`src/rtl/sa_pkg.sv`:
```
// Shared definitions for the systolic-array row feed path: feeder FSM states
// and the row-slice index helper used by the skew and valid-append stages.
package sa_pkg;

  typedef enum logic [1:0] {
    S_IDLE,
    S_FEED,
    S_DRAIN
  } state_e;

  // MSB bit index of row `row_idx` in a packed vector with row 0 at the top.
  function automatic int row_msb(input int row_idx, input int rows, input int w_data);
    return w_data * (rows - row_idx) - 1;
  endfunction

endpackage

```
`src/rtl/sa_skew_line.sv`:
```
// One row's data+valid delay line, DEPTH register stages deep.
// A bubble (i_valid=0) keeps the entry data unchanged and only shifts a 0 valid.
module sa_skew_line #(
  parameter int DEPTH  = 1,
  parameter int W_DATA = 8
) (
  input  logic              i_clk,
  input  logic              i_rst_n,
  input  logic [W_DATA-1:0] i_data,
  input  logic              i_valid,
  output logic [W_DATA-1:0] o_data,
  output logic              o_valid
);

  logic [W_DATA-1:0] data_q  [DEPTH];
  logic [W_DATA-1:0] data_d  [DEPTH];
  logic              valid_q [DEPTH];
  logic              valid_d [DEPTH];

  always_comb begin
    data_d[0]  = i_valid ? i_data : data_q[0];
    valid_d[0] = i_valid;
    for (int s = 1; s < DEPTH; s++) begin
      data_d[s]  = data_q[s-1];
      valid_d[s] = valid_q[s-1];
    end
  end

  always_ff @(posedge i_clk or negedge i_rst_n) begin
    if (!i_rst_n) begin
      for (int s = 0; s < DEPTH; s++) begin
        data_q[s]  <= '0;
        valid_q[s] <= 1'b0;
      end
    end else begin
      for (int s = 0; s < DEPTH; s++) begin
        data_q[s]  <= data_d[s];
        valid_q[s] <= valid_d[s];
      end
    end
  end

  assign o_data  = data_q[DEPTH-1];
  assign o_valid = valid_q[DEPTH-1];

endmodule

```
`src/rtl/in_sa_row_skew.sv`:
```
// Systolic-array row feeder: accepts one tile of row vectors and re-times it
// into a diagonal wavefront, row i delayed i cycles behind row 0.
module in_sa_row_skew
  import sa_pkg::*;
#(
  parameter int ROW    = 8,
  parameter int W_DATA = 8,
  parameter int K_MAX  = 256,
  parameter int W_LEN  = $clog2(K_MAX + 1)
) (
  input  logic                  i_clk,
  input  logic                  i_rst_n,
  input  logic                  i_start,
  input  logic [W_LEN-1:0]      i_len,
  input  logic [W_DATA*ROW-1:0] i_vec,
  input  logic                  i_vec_valid,
  output logic                  o_vec_ready,
  output logic [W_DATA*ROW-1:0] o_data,
  output logic [ROW-1:0]        o_data_valid,
  output logic                  o_busy,
  output logic                  o_done
);

  localparam int W_DRN = (ROW > 1) ? $clog2(ROW) : 1;

  state_e             state_q, state_d;
  logic [W_LEN-1:0]   len_q, len_d;
  logic [W_LEN-1:0]   beat_cnt_q, beat_cnt_d;
  logic [W_DRN-1:0]   drain_cnt_q, drain_cnt_d;
  logic               zero_done_q, zero_done_d;
  logic               push_valid;

  always_comb begin
    state_d     = state_q;
    len_d       = len_q;
    beat_cnt_d  = beat_cnt_q;
    drain_cnt_d = drain_cnt_q;
    zero_done_d = 1'b0;
    push_valid  = 1'b0;
    o_vec_ready = (state_q == S_FEED);
    o_done      = zero_done_q;
    case (state_q)
      S_IDLE: begin
        if (i_start) begin
          if (i_len == '0) begin
            zero_done_d = 1'b1;
          end else begin
            len_d      = i_len;
            beat_cnt_d = '0;
            state_d    = S_FEED;
          end
        end
      end
      S_FEED: begin
        if (i_vec_valid) begin
          push_valid = 1'b1;
          beat_cnt_d = beat_cnt_q + 1'b1;
          // Counter is W_LEN wide, so len = K_MAX is reached without wrapping.
          if (beat_cnt_d == len_q) begin
            state_d     = S_DRAIN;
            drain_cnt_d = '0;
          end
        end
      end
      S_DRAIN: begin
        if (drain_cnt_q == W_DRN'(ROW - 1)) begin
          o_done      = 1'b1;
          drain_cnt_d = '0;
          state_d     = S_IDLE;
        end else begin
          drain_cnt_d = drain_cnt_q + 1'b1;
        end
      end
      default: state_d = S_IDLE;
    endcase
  end

  always_ff @(posedge i_clk or negedge i_rst_n) begin
    if (!i_rst_n) begin
      state_q     <= S_IDLE;
      len_q       <= '0;
      beat_cnt_q  <= '0;
      drain_cnt_q <= '0;
      zero_done_q <= 1'b0;
    end else begin
      state_q     <= state_d;
      len_q       <= len_d;
      beat_cnt_q  <= beat_cnt_d;
      drain_cnt_q <= drain_cnt_d;
      zero_done_q <= zero_done_d;
    end
  end

  assign o_busy = (state_q != S_IDLE);

  for (genvar gi = 0; gi < ROW; gi++) begin : g_row
    localparam int MSB = row_msb(gi, ROW, W_DATA);
    sa_skew_line #(
      .DEPTH  (gi + 1),
      .W_DATA (W_DATA)
    ) u_line (
      .i_clk   (i_clk),
      .i_rst_n (i_rst_n),
      .i_data  (i_vec[MSB -: W_DATA]),
      .i_valid (push_valid),
      .o_data  (o_data[MSB -: W_DATA]),
      .o_valid (o_data_valid[gi])
    );
  end

endmodule

```
`config.mk`:
```
export PLATFORM = sky130hd
export DESIGN_NAME = in_sa_row_skew
export DESIGN_NICKNAME = d
export VERILOG_FILES = /design/src/rtl/sa_pkg.sv /design/src/rtl/sa_skew_line.sv /design/src/rtl/in_sa_row_skew.sv
export SDC_FILE = /design/constraint.sdc
export NUM_CORES = 1
export LEC_CHECK = 0
export ABC_AREA = 0
export BUFFER_PORTS_ARGS = -buffer_cell sky130_fd_sc_hd__buf_4
export CAP_MARGIN = 20
export CORE_MARGIN = 5
export CORE_UTILIZATION = 25
export DETAILED_ROUTE_END_ITERATION = 7
export PLACE_DENSITY = 0.52
export SLEW_MARGIN = 20
export SYNTH_ARGS = -nofsm -noshare
export SYNTH_HDL_FRONTEND = slang
export SYNTH_SLANG_ARGS = --single-unit
```
`constraint.sdc`:
```
create_clock -name i_clk -period 5 [get_ports i_clk]
set_clock_uncertainty 0.2 [all_clocks]
set_input_delay 0.75 -clock i_clk [delete_from_list [all_inputs] [get_ports i_clk]]
set_output_delay 0.75 -clock i_clk [all_outputs]
set_load 0.1 [all_outputs]
```
# ---- Word level (Yosys, flattened, before mapping)
# Cells that the tools add are included.
dict set report totals {
  register_bits 320
  inputBits 77
}
dict set report op_classes {
  add_sub_neg 2
  eq_ne 9
  mux 21
  bitwise_logic 1
  n_reduce_logical 9
}
# operator count
set op_table {}
lappend op_table {{9-bit 2-to-1 mux} 3}
lappend op_table {{9-bit one-hot mux with 2 select lines} 1}
lappend op_table {{2-bit 2-to-1 mux} 5}
lappend op_table {{9-bit by 1-bit adder with 9-bit output (second input constant)} 1}
lappend op_table {{9-bit == test} 1}
lappend op_table {{9-bit zero test} 1}
lappend op_table {{3-bit 2-to-1 mux} 3}
lappend op_table {{2-bit inequality test (second input constant)} 4}
lappend op_table {{1-bit 2-to-1 mux} 7}
lappend op_table {{2-bit one-hot mux with 3 select lines} 1}
lappend op_table {{3-bit one-hot mux with 2 select lines} 1}
lappend op_table {{3-bit AND reduction} 2}
lappend op_table {{2-bit nonzero test} 3}
lappend op_table {{5-bit AND reduction} 1}
lappend op_table {{4-bit AND reduction} 1}
lappend op_table {{3-bit by 1-bit adder with 3-bit output (second input constant)} 1}
lappend op_table {{3-bit == test (second input constant)} 1}
lappend op_table {{2-bit by 1-bit == test with 1-bit output (second input constant)} 1}
lappend op_table {{2-bit == test (second input constant)} 1}
lappend op_table {{2-bit zero test} 1}
lappend op_table {{2-bit by 1-bit inequality test with 1-bit output (second input constant)} 1}
lappend op_table {{1-bit inverter} 1}

# ---- Logic depth before layout (Yosys ltp)
dict set report depth {
  ltp_word 5
  ltp_mapped 7
  mapped_depth_nobuf 6
}

# ---- Modules after synthesis
# A second synthesis with hierarchy kept.
dict set report hier_totals {
  hier_cells 540
  area_unflattened_um2 10577.6
}
# module n_inst cells_each area_per_inst_um2 seq_area_each_um2
set by_module_without_submodules {}
lappend by_module_without_submodules {{sa_skew_line at g_row[7].u_line} 1 81 1933.1 1801.7}
lappend by_module_without_submodules {{sa_skew_line at g_row[6].u_line} 1 72 1707.9 1576.5}
lappend by_module_without_submodules {{sa_skew_line at g_row[5].u_line} 1 63 1482.7 1351.3}
lappend by_module_without_submodules {in_sa_row_skew 1 144 1418.9 600.6}
lappend by_module_without_submodules {{sa_skew_line at g_row[4].u_line} 1 54 1257.5 1126.1}
lappend by_module_without_submodules {{sa_skew_line at g_row[3].u_line} 1 45 1032.2 900.9}
lappend by_module_without_submodules {{sa_skew_line at g_row[2].u_line} 1 36 807.0 675.6}
lappend by_module_without_submodules {{sa_skew_line at g_row[1].u_line} 1 27 581.8 450.4}
lappend by_module_without_submodules {{sa_skew_line at g_row[0].u_line} 1 18 356.6 225.2}

# ---- Least setup slack after synthesis
# No wires, ideal clock.
dict set report synth_timing {
  path_type {reg-to-reg}
  startpoint {reg state_q[0]}
  endpoint {reg g_row[0].u_line.data_q (netlist bit g_row[0].u_line.o_data[0])}
  t_arrival_ns 3.061
  required_ns 4.732
  setup_slack_ns 1.671
  path_stages_with_launch 8
  n_path_buf 2
  synth_period_minus_slack_ns 3.329
  cell_sequence {dfrtp_1 -> nor2b_1 -> nand2_1 -> inv_1 -> buf_2 -> clkbuf_1 -> nand2_1 -> nand2_1}
}
dict set report synth_between {
  elab_chain_cells 2
}
# item line_no
set synth_rtl {}
lappend synth_rtl {{start: declaration} in_sa_row_skew.sv:26} ;# state_e state_q, state_d;
lappend synth_rtl {{start signal: assignment} in_sa_row_skew.sv:86} ;# state_q <= state_d;
lappend synth_rtl {{2-bit by 1-bit == test with 1-bit output} -}
lappend synth_rtl {{net o_vec_ready} in_sa_row_skew.sv:17} ;# output logic o_vec_ready,
lappend synth_rtl {{1-bit 2-to-1 mux} in_sa_row_skew.sv:42} ;# case (state_q)
lappend synth_rtl {{end signal: indexed assignment} sa_skew_line.sv:37} ;# data_q[s] <= data_d[s];
lappend synth_rtl {{end: declaration} sa_skew_line.sv:15} ;# logic [W_DATA-1:0] data_q [DEPTH];
# The timed path passes the listed nets, and every way through them passes these cells.
# A chain may end at the register's enable or synchronous reset.

# ---- Final worst setup path
dict set report layout_timing {
  startpoint {reg state_q[1]}
  endpoint {out o_done}
}
dict set report layout_between {
  elab_chain_cells 2
}
# item line_no
set layout_rtl {}
lappend layout_rtl {{2-bit == test} in_sa_row_skew.sv:42}
lappend layout_rtl {{1-bit 2-to-1 mux} in_sa_row_skew.sv:42}
lappend layout_rtl {{end: declaration} in_sa_row_skew.sv:21} ;# output logic o_done
# Every way passes these cells.

==> run summary <==
## Job
- **total of max-cap violations** 0

## Die
- **effective utilization at floorplan** 25.2%
- **count of standard-cell rows** 72
- **Die Span X** 207 um
- **area enclosed by the die boundary** 0.0428 mm^2
- **placeable core region** 0.0385 mm^2
- **die outline height** 207 um
- **IO Count** 152

## Routing
- **number of nets still failing antenna checks after routing** 0
- **first-iteration detailed-routing DRC count** 172
- **number of vias per cell after detailed routing** 3.77
- **DRT Pass-1 Iters** 4
- **total number of vias** 5150
- **routed len/inst** 13.3 um
- **detailed-route DRC error count** 0
- **Total Wirelength** 18.2 mm

## CTS
- **TritonCTS clock tree** done
- **clock transition at the register clock pins on the worst setup and hold paths after CTS** 0.05 ns
- **sink count of the clock tree** 320
- **depth of the CTS H-tree** 2
- **Clk Tree Root Cell** sky130_fd_sc_hd__clkbuf_16
- **clock insertion delay at the later pin of the skew report** 0.52 ns
- **Longest Clk Path Bufs** 3
- **hold bufs inserted after CTS** 0
- **number of setup buffers added after CTS** 0
- **post-cts sizing count** 0
- **Inserted Clock Buffers** 37

## Finish
- **share of final-layout standard cells stronger than drive strength 1** 27.1%
- **fillers** 3814
- **Design Area, Final** 0.0127 mm^2
- **area of the multi-input gates** 0.00150 mm^2
- **count of nets after finishing** 901
- **most used cells in the layout excluding fill and tap cells** sky130_fd_sc_hd__dfrtp_1, sky130_fd_sc_hd__nand2_1, sky130_fd_sc_hd__buf_4
- **Post-Layout Cell Count** 1366
- **most frequent standard cell in the layout excluding fill and tap cells** sky130_fd_sc_hd__dfrtp_1
- **sequential cell area in the final layout** 0.00801 mm^2
- **number of diodes** 0
- **relative area change from synthesis to final layout** 30.8%

## Synthesis
- **number of distinct library cells after synthesis** 43
- **fraction of the yosys area taken by sequential cells** 82.6%
- **area fraction of the dominant cell type after synthesis** 82.6%
- **total of flip-flops plus latches after synthesis** 320
- **average cell area after synthesis** 14.8 um^2
- **Async SR Flop Fraction** 100%
- **Synth Area in Simple Gates** 9.93%
- **gate count after technology mapping** 655
- **largest family of logic cells by synthesized area** simple AND/OR/NAND/NOR gates
- **summed instance area of the synthesized netlist** 0.00969 mm^2
- **complex-gate fraction of the synthesized area** 3.19%
- **count of flip-flops with a built-in enable after synthesis** 0
- **synthesized net count** 735
- **post-synthesis mux area share** 1.05%
- **biggest area consumer among synthesized cells** sky130_fd_sc_hd__dfrtp_1
- **number of warnings issued by yosys** 0
- **xor and xnor fraction of the mapped netlist area** 0.813%
- **adder and majority gate portion of the synthesized area** 0.387%
- **cell types occupying the most area after synthesis** sky130_fd_sc_hd__dfrtp_1, sky130_fd_sc_hd__nand2_1, sky130_fd_sc_hd__mux2_2
- **most instantiated flip-flop cell in the synthesis netlist** sky130_fd_sc_hd__dfrtp_1

## Timing
- **final setup TNS** 0 ns
- **fin crit share** 53.6%
- **Max-Slew Margin vs Limit** 38.5%
- **maximum achievable frequency** 373 MHz
- **hold slack** 0.122 ns
- **RSZ-0062 raised after global routing** no
- **setup violation total in the final timing report** 0
- **transition time of the tightest slew-check pin** 0.921 ns
- **final worst path period need** 2.68 ns
- **hold violation count in the final report** 0
- **max-slew violation count** 0

## Critical path
- **slowest cell on the critical path** sky130_fd_sc_hd__dfrtp_1
- **CP Data Arrival Time** 1.73 ns
- **Register-to-Register Setup Slack** 2.36 ns
- **startpoint type of the worst setup path** flip-flop
- **launching point of the worst reg2reg path** state_q[0]$_DFFE_PN0P_
- **type of the setup path with the least slack** reg -> out
- **ordered cell list for the critical path** nor2b_1 -> a21o_1 -> buf_4
- **Setup crit start** state_q[1]$_DFFE_PN0P_
- **type of element capturing the critical path** output pin
- **maximum fanout count along the critical path** 7
- **required time at the worst-slack endpoint** 4.05 ns
- **peak per-stage delay on the critical path** 0.44 ns

## Power
- **fraction of power consumed by sequential logic** 42.3%
- **Gate power share** 23.6%
- **leakage power of the design** 6.17 nW
- **power share of the clock group** 34.2%
- **cell-internal power** 5.47 mW
- **Switching Power** 2.84 mW
- **overall power after layout** 8.31 mW
- **worst-case vdd ir drop** 0.294 mV
- **switching power share of the total** 34.2%
- **power per unit of standard cell area** 655 mW/mm^2

## Status
- **status** completed

## Place
- **number of cells after detailed placement** 1300
- **final RePlAce weighted congestion** 0.707
- **half-perimeter wire length after detailed placement** 11.0 mm
- **Port-buffer cells** 151
- **Placed Instance Area** 0.0114 mm^2

## Global route
- **gr busiest metal** met2
- **met2 layer usage reported by global route** 12.7%
- **number of global-route vias before repair** 5549
- **maximum number of pins on one net before global-route repair** 124
- **global-route wire length before repair** 29.6 mm
- **overall global routing resource usage** 8.62%
- **sum of overflow across all layers after global routing** 0
- **initial antenna violation count** 0
- **met3 track demand over resource in global routing** 2.89%
- **grt met1 use** 11.5%

## Min path
- **kind of path behind the tightest hold check** in -> async

[worst paths after layout]
kind / to / cells after the start
worst max register to register: beat_cnt_q[5]$_DFFE_PN0P_ / 6
worst min-delay path: g_row[4].u_line.data_d[0]$_DFF_PN0_ / 1
worst max-delay path: o_done / 3
max in group asynchronous: g_row[1].u_line.data_d[0]$_DFFE_PN0P_ / 2
worst min register to register: g_row[7].u_line.data_d[31]$_DFF_PN0_ / 0
min in group i_clk: g_row[7].u_line.data_d[31]$_DFF_PN0_ / 0
[cell usage after synthesis, drive strengths merged (4+ instances only)]
| master | count |
|---|---|
| a21oi | 6 |
| a31oi | 8 |
| buf | 16 |
| clkbuf | 13 |
| dfrtp | 320 |
| inv | 6 |
| mux2 | 9 |
| nand2 | 204 |
| nand3 | 5 |
| nor2 | 6 |
| nor3 | 4 |
| o21ai | 8 |
| o31ai | 4 |
| xnor2 | 6 |
[state kept, by name (all words and copies together) (netlist names)]
| signal | count |
|---|---|
| len_q | 9 |
| g_row.u_line.o_valid | 2 |
| g_row.u_line.data_d | 224 |
| g_row.u_line.o_data | 64 |
| beat_cnt_q | 9 |
| state_q | 2 |
| drain_cnt_q | 3 |
| g_row.u_line.valid_d | 6 |
| zero_done_q | 1 |
[area by class of cell]
class,instances,area share [%]
clock buffer,48,7.87
multi-input combinational,300,11.8
sequential,320,63.2
clock inverter,18,2.36
timing repair buffer,156,9.50
tap,518,5.11
inverter,6,0.178
[worst max-delay path, delay by kind of cell, from the launching register on]
kind / cells / cell delay [ns]
AO/OA/AOI/OAI: 1 / 0.19
buffers and inverters: 1 / 0.29
flip-flops: 1 / 0.44
AND/OR/NAND/NOR: 1 / 0.29
[per-stage QoR]
step / util (%) / worst slack, ns
after floorplan: - / 1.67
after global placement: 29.6 / 2.28
after detailed placement: 29.6 / 2.25
after CTS: 32.9 / 2.26
after global routing: 32.9 / 2.12
final: 32.9 / 2.32
[cell families (layout without fill, tap and decap cells)]
family | Yosys count | in the layout
DFF | 320 | 320
xor gates and xnor gates | 9 | 9
and+or+nand+nor | 237 | 237
adders and majority gates | 3 | 3
AOI/OAI and AO/OA | 42 | 42
muxes | 9 | 9
buffers and inverters | 35 | 228
[power by group through the flow]
stage                     sequential, mW  combinational [mW]  clock [mW]
after floorplan                     4.42               0.594           0
after global placement              3.55                1.97           0
after detailed placement            3.57                1.99           0
after CTS                           3.52                1.99        2.94
after global routing                3.60                2.07        3.06
final                               3.51                1.96        2.84
[metal layers]
metal  vias up  wire length, um  share of wire, %
met5         -                0                 0
met4         0              653               3.6
met3        46             1260               6.9
met2       134             8120                45
met1      2538             8130                45
li1       2432                -                 -
Note: power is estimated with default switching activity, not from simulation.
